<file path="src/rtl/demux_1to4_stream.sv">
// Registered 1-to-4 stream demultiplexer with one holding register per channel.
// The target channel comes from sel (manual) or from a 2-bit round-robin pointer (auto).
module demux_1to4_stream #(
  parameter int DATA_W = 8,
  parameter int CNT_W  = 16
) (
  input  logic                clk,
  input  logic                rst,
  input  logic                auto,
  input  logic                ptr_clr,
  input  logic [1:0]          sel,
  input  logic                s_valid,
  output logic                s_ready,
  input  logic [DATA_W-1:0]   s_data,
  output logic [3:0]          m_valid,
  input  logic [3:0]          m_ready,
  output logic [4*DATA_W-1:0] m_data,
  output logic [1:0]          ptr,
  output logic [CNT_W-1:0]    beat_cnt
);

  logic [1:0]        w_target;
  logic              w_accept;
  logic [3:0]        w_load;

  logic [3:0]        r_valid;
  logic [DATA_W-1:0] r_data [4];
  logic [1:0]        r_ptr;
  logic [CNT_W-1:0]  r_cnt;

  // A channel can take a beat when empty or when it drains in this same cycle.
  assign w_target = auto ? r_ptr : sel;
  assign s_ready  = ~r_valid[w_target] | m_ready[w_target];
  assign w_accept = s_valid & s_ready;
  assign w_load   = w_accept ? (4'b0001 << w_target) : 4'b0000;

  // NOTE: the data holding registers are reset too, because m_data must read zero
  // after reset; this is a deliberate choice, not a default for every storage array.
  always_ff @(posedge clk or posedge rst) begin
    if (rst) begin
      r_valid <= '0;
      for (int i = 0; i < 4; i++) r_data[i] <= '0;
    end else begin
      for (int i = 0; i < 4; i++) begin
        if (w_load[i]) begin
          r_valid[i] <= 1'b1;
          r_data[i]  <= s_data;
        end else if (m_ready[i]) begin
          r_valid[i] <= 1'b0;
        end
      end
    end
  end

  // Clear wins over advance; a beat accepted alongside the clear used the old pointer.
  always_ff @(posedge clk or posedge rst) begin
    if (rst) begin
      r_ptr <= '0;
    end else if (ptr_clr) begin
      r_ptr <= '0;
    end else if (auto && w_accept) begin
      r_ptr <= r_ptr + 2'd1;
    end
  end

  always_ff @(posedge clk or posedge rst) begin
    if (rst) begin
      r_cnt <= '0;
    end else if (w_accept) begin
      r_cnt <= r_cnt + 1'b1;
    end
  end

  for (genvar g = 0; g < 4; g++) begin : g_out
    assign m_data[g*DATA_W +: DATA_W] = r_data[g];
  end

  assign m_valid  = r_valid;
  assign ptr      = r_ptr;
  assign beat_cnt = r_cnt;

endmodule

</file>
<file path="config.mk">
export PLATFORM = sky130hd
export DESIGN_NAME = demux_1to4_stream
export DESIGN_NICKNAME = d
export VERILOG_FILES = /design/src/rtl/demux_1to4_stream.sv
export SDC_FILE = /design/constraint.sdc
export NUM_CORES = 1
export LEC_CHECK = 0
export ABC_AREA = 1
export CORE_ASPECT_RATIO = 1.1
export CORE_MARGIN = 4
export CORE_UTILIZATION = 40
export DETAILED_ROUTE_END_ITERATION = 7
export DONT_BUFFER_PORTS = 1
export GPL_ROUTABILITY_DRIVEN = 0
export PLACE_DENSITY = 0.61
export SLEW_MARGIN = 20
export SYNTH_ARGS = -nofsm -noshare
export SYNTH_HDL_FRONTEND = slang
export SYNTH_SLANG_ARGS = --single-unit
</file>
<file path="constraint.sdc">
create_clock -name clk -period 2.4 [get_ports clk]
set_input_delay 0.48 -clock clk [delete_from_list [all_inputs] [get_ports clk]]
set_output_delay 0.48 -clock clk [all_outputs]
set_load 0.005 [all_outputs]
</file>
# [Word level (Yosys, flattened, before mapping)]
# Cells that the tools add are included.
[word_totals] regBits=54 input_bits=19 output_inout_bits=55 wordCells=39
[classes] add_sub_neg=2 order_cmp=1 shifts=1 n_mux=16 bitwise_logic=3 n_reduce_logical=6
[ops] cell="adder 16 x 1 -> 16 bit (second input constant)" count=1
[ops] cell="2-to-1 mux 1 bit" count=10
[ops] cell="nonzero test 2 bit" count=5
[ops] cell="2-to-1 mux 2 bit" count=3
[ops] cell="binary-select mux 1 bit (select 2 bit)" count=2
[ops] cell="2-to-1 mux 4 bit" count=1
[ops] cell="left shift 1 x 2 -> 4 bit (first input constant)" count=1
[ops] cell="< comparator 2 x 3 -> 1 bit (second input constant)" count=1
[ops] cell="adder 2 x 1 -> 2 bit (second input constant)" count=1
[ops] cell="bitwise AND 1 bit" count=1
[ops] cell="logical AND 1 bit" count=1
[ops] cell="inverter 1 bit" count=1
[ops] cell="OR 1 bit" count=1

# [Depth between registers and ports, before layout]
[logic_depth] ltp_word=9 ltp_mapped=13 depth_no_buf=13

# [Worst setup path after synthesis]
# OpenSTA, ideal clock, no wires.
[synth_timing] kind="input to register" from="input port auto" to="register r_cnt[13], in the netlist beat_cnt[13]" setup_ns=0.120 arrival_time_ns=1.439 t_required_ns=2.280 setup_slack_ns=0.841 path_stages=12 path_buffers=1 cell_sequence="inv_2 -> nand2_1 -> nand2_2 -> nand3_1 -> nand2_2 -> nor2_4 -> nand2_8 -> nand2_8 -> inv_8 -> buf_12 -> nand2_2 -> o21ai_2"
[synth_between] elab_chain_len=6 elab_cells_between_ends=8 classes_between="5 x mux; 3 x bitwise"
[synth_lines] item="start: declaration" line_no="9" source="input logic auto,"
[synth_lines] item="2-to-1 mux 2 bit *" line_no="32" source="assign w_target = auto ? r_ptr : sel;"
[synth_lines] item="binary-select mux 1 bit (select 2 bit)" line_no="33" source="assign s_ready = ~r_valid[w_target] | m_ready[w_target];"
[synth_lines] item="2-to-1 mux 1 bit (implied by the code)" line_no="33"
[synth_lines] item="inverter 1 bit" line_no="33"
[synth_lines] item="OR 1 bit *" line_no="33"
[synth_lines] item="named net s_ready" line_no="13" source="output logic s_ready,"
[synth_lines] item="bitwise AND 1 bit *" line_no="34" source="assign w_accept = s_valid & s_ready;"
[synth_lines] item="end signal: assignment" line_no="70" source="r_cnt <= r_cnt + 1'b1;"
[synth_lines] item="end: declaration" line_no="29" source="logic [CNT_W-1:0] r_cnt;"
# Mark *: on every way through the listed nets, which the timed path passes. The rest lies on a longest branch. The select of a mux whose other input is x is not followed.
# A chain may end at the register's enable or synchronous reset.

# [Final worst setup path]
[layout_timing] from="register r_ptr[0], in the netlist ptr[0]" to="output port s_ready"
[layout_between] elab_chain_len=5 elab_cells_between_ends=7 classes_between="5 x mux; 2 x bitwise"
[layout_lines] item="start: declaration" line_no="28" source="logic [1:0] r_ptr;"
[layout_lines] item="start signal: assignment" line_no="62" source="r_ptr <= r_ptr + 2'd1;"
[layout_lines] item="2-to-1 mux 2 bit *" line_no="32"
[layout_lines] item="binary-select mux 1 bit (select 2 bit)" line_no="33"
[layout_lines] item="2-to-1 mux 1 bit (implied by the code)" line_no="33"
[layout_lines] item="inverter 1 bit" line_no="33"
[layout_lines] item="OR 1 bit *" line_no="33"
[layout_lines] item="end: declaration" line_no="13"
# Mark *: on every way between the ends. The rest lies on a longest branch, timed or not. The select of a mux whose other input is x is not followed.

==> qor.csv <==
stage;metric;value;unit
setup_path;Top cell by count, worst path;nand2_2;
timing;Final Cycle Share;81.1;%
clock_network;hold buffers post-CTS;0;
clock_network;Post CTS Setup Buffer Count;0;
die;Core Region;6560;um^2
timing;clock skew;7.42;ps
global_route;GRT Overall Usage;14.8;%
min_path;HP Class;input port to async pin;
setup_path;Largest stage delay, worst path;440;ps
run_status;outcome;complete, no violations;
synthesis;Yosys reg bits;54;
placed_design;Final HPWL DP;4.14;mm
pwr;Clock power frac;23.6;%
synthesis;top post-synthesis cells by area;dfrtp_1 (50%), nand2_1 (12%), o21ai_1 (4.8%);
die;Initial Util;41.0;%
setup_path;crit path max fanout;7;
detailed_routing;Initial DRC Count;58;
placed_design;Buffers on Ports;0;
synthesis;Netlist cell types;22;
clock_network;CTS tree;built;
timing;Worst-Margin Slew;690;ps
clock_network;root buf cell;clkbuf_8;
timing;setup ws final;453;ps
timing;Max Fclk;514;MHz
pwr;Sw Ratio;35.8;%
setup_path;startpoint types;register;
clock_network;clk_lat worst skew;310;ps
final_layout;commonest cells after routing, fill and taps aside;nand2_1 (85), dfrtp_1 (54), inv_1 (31);
die;die area;8100;um^2
detailed_routing;drt first pass iters;4;
pwr;Comb pwr share;22.3;%
synthesis;synthesis warning total;0;
global_route;largest net degree at the start of global routing;55;
timing;Final Hold Fails;0;
pwr;Cell Int Power;1720;uW
final_layout;Layout area overhead;5.26;%
detailed_routing;Avg Vias per Cell;4.89;
synthesis;top cell type's share of synthesized area;50.3;%
synthesis;post-synth top area cell;dfrtp_1;
setup_path;cells along the critical path;inv_1 -> nand2_1 -> nand2_2 -> nand3_1 -> nand2_2 -> nor2_4 -> nand2_8;
synthesis;most used flip-flop cell after synthesis;dfrtp_1;
clock_network;H-tree Lvls;2;
pwr;Seq pwr share;54.1;%
die;num ports;74;
clock_network;Worst-path clk slew;100;ps
final_layout;nets;321;
die;width of the chip;86.2;um
synthesis;Seq/Total Area, Yosys;50.3;%
global_route;vias in the first global route;1857;
global_route;grt ovf;0;
timing;final worst path period need;1950;ps
clock_network;total CTS buffers;5;
global_route;first-pass GRT wire length;9.45;mm
detailed_routing;antenna-violating nets left;0;
final_layout;fill cell count;655;
pwr;Leak;0.00129;uW
final_layout;Multi-input gate area;1120;um^2
setup_path;r2r setup slk;690;ps
final_layout;commonest non-fill, non-tap cell in the layout;nand2_1;
detailed_routing;overall routed net length;5.65;mm
timing;normalized max-slew margin;54.0;%
timing;RSZ-0062 raised after global routing;no;
final_layout;register area;1350;um^2
synthesis;syn nets;319;
synthesis;syn_area_per_cell;8.99;um^2
synthesis;number of synthesized flops with an enable pin;0;
timing;final setup violation count;0;
pwr;Power per Cell Area;946;nW/um^2
die;Die Height;94.0;um
pwr;worst vdd ir;416;uV
pwr;NetSw;960;uW
clock_network;clk sinks;54;
setup_path;Critical Path RT;1920;ps
synthesis;Syn Inst Count;299;
timing;hold slack;231;ps
clock_network;PostCTS Resize Cnt;0;
detailed_routing;DR WL/cell;14.7;um
pwr;total power;2680;uW
flow_run;Max-Cap Viols;0;
final_layout;layout cells sized above 1;16.9;%
timing;Fin Setup TNS;0;ps
die;num rows;31;
setup_path;arrival time at the worst endpoint;1470;ps
setup_path;Worst Setup Path Type;register to output pin;
detailed_routing;via count;1877;
setup_path;crit path capture type;output pin;
synthesis;synthesized area;2690;um^2
synthesis;async set-reset flop share out of synthesis;100;%
placed_design;Post-Place Setup Slack;682;ps
final_layout;Ant. Diodes;0;
setup_path;Slowest cell on crit path;dfrtp_1;
timing;Max Slew Vio Count;0;
global_route;initial antenna violation count;0;
detailed_routing;drt drc;0;
clock_network;Max Buffers Root-to-Sink;2;
-- cells in the mapped netlist, types with 2 or more instances --
master,instances
buf_12,2
buf_6,4
dfrtp_1,54
inv_1,32
nand2_1,85
nand2_2,15
nand2_8,2
nand3_1,15
nand3_2,4
nand3_4,4
nor2_1,17
nor3_1,4
o21ai_0,7
o21ai_1,26
o21ai_2,13
xnor2_1,4
xor2_1,6
-- critical path: cells and delay by family, from the launching register on --
family | cells | cell delay, ps
flip-flops | 1 | 440
buffers and inverters | 1 | 80
AND/OR/NAND/NOR | 6 | 630
-- stage by stage --
step           instances  util [%]  instance area (um^2)
2_1_floorplan        299         -                  2690
3_3_place_gp         376      41.4                  2710
3_5_place_dp         376      41.4                  2710
4_1_cts              384      43.2                  2830
5_1_grt              384      43.2                  2830
6_report             384      43.2                  2830
-- registers in the layout, indices dropped and copies added (netlist names) --
| signal | flops |
|---|---|
| beat_cnt | 16 |
| m_data | 32 |
| m_valid | 4 |
| ptr | 2 |
-- area by class of cell --
cell class              instances  area share, %
multi-input cells             205           39.5
clock buffers                   5           2.43
repair buffers                  1          0.265
inverters                      34           4.77
well taps                      82           3.63
clock inverters                 3           1.68
flip-flops and latches         54           47.7
-- final timing paths --
| check | end | startpoint | cells after the start |
|---|---|---|---|
| worst max-delay path | s_ready | ptr[0] | 7 |
| worst min-delay path | m_data[13] | rst | 2 |
| worst max register to register | beat_cnt[5] | ptr[0] | 13 |
| worst min register to register | m_data[11] | m_data[11] | 2 |
| max in group asynchronous | m_valid[3] | rst | 2 |
| min in group clk | m_valid[2] | m_ready[2] | 1 |
-- cells by family after synthesis --
logic type,synth area share [%]
simple gates,27.3
flops,50.3
compound gates,10.6
buf+inv,8.19
xor+xnor,3.26
fa+ha+maj,0.465
-- power groups by stage --
stage / clock [uW] / combinational, uW / sequential [uW]
3_5_place_dp: 0 / 610 / 1470
4_1_cts: 660 / 608 / 1460
2_1_floorplan: 0 / 551 / 1380
3_3_place_gp: 0 / 591 / 1470
6_report: 633 / 596 / 1450
5_1_grt: 705 / 695 / 1490
-- layer usage --
metal / up-vias / routed length, um / track usage, %
li1: 949 / - / -
met1: 869 / 2340 / 17.8
met2: 53 / 2710 / 24.2
met3: 6 / 529 / 6.05
met4: 0 / 68 / 4.29
met5: - / 0 / 0
Note: power is estimated with default switching activity, not from simulation.
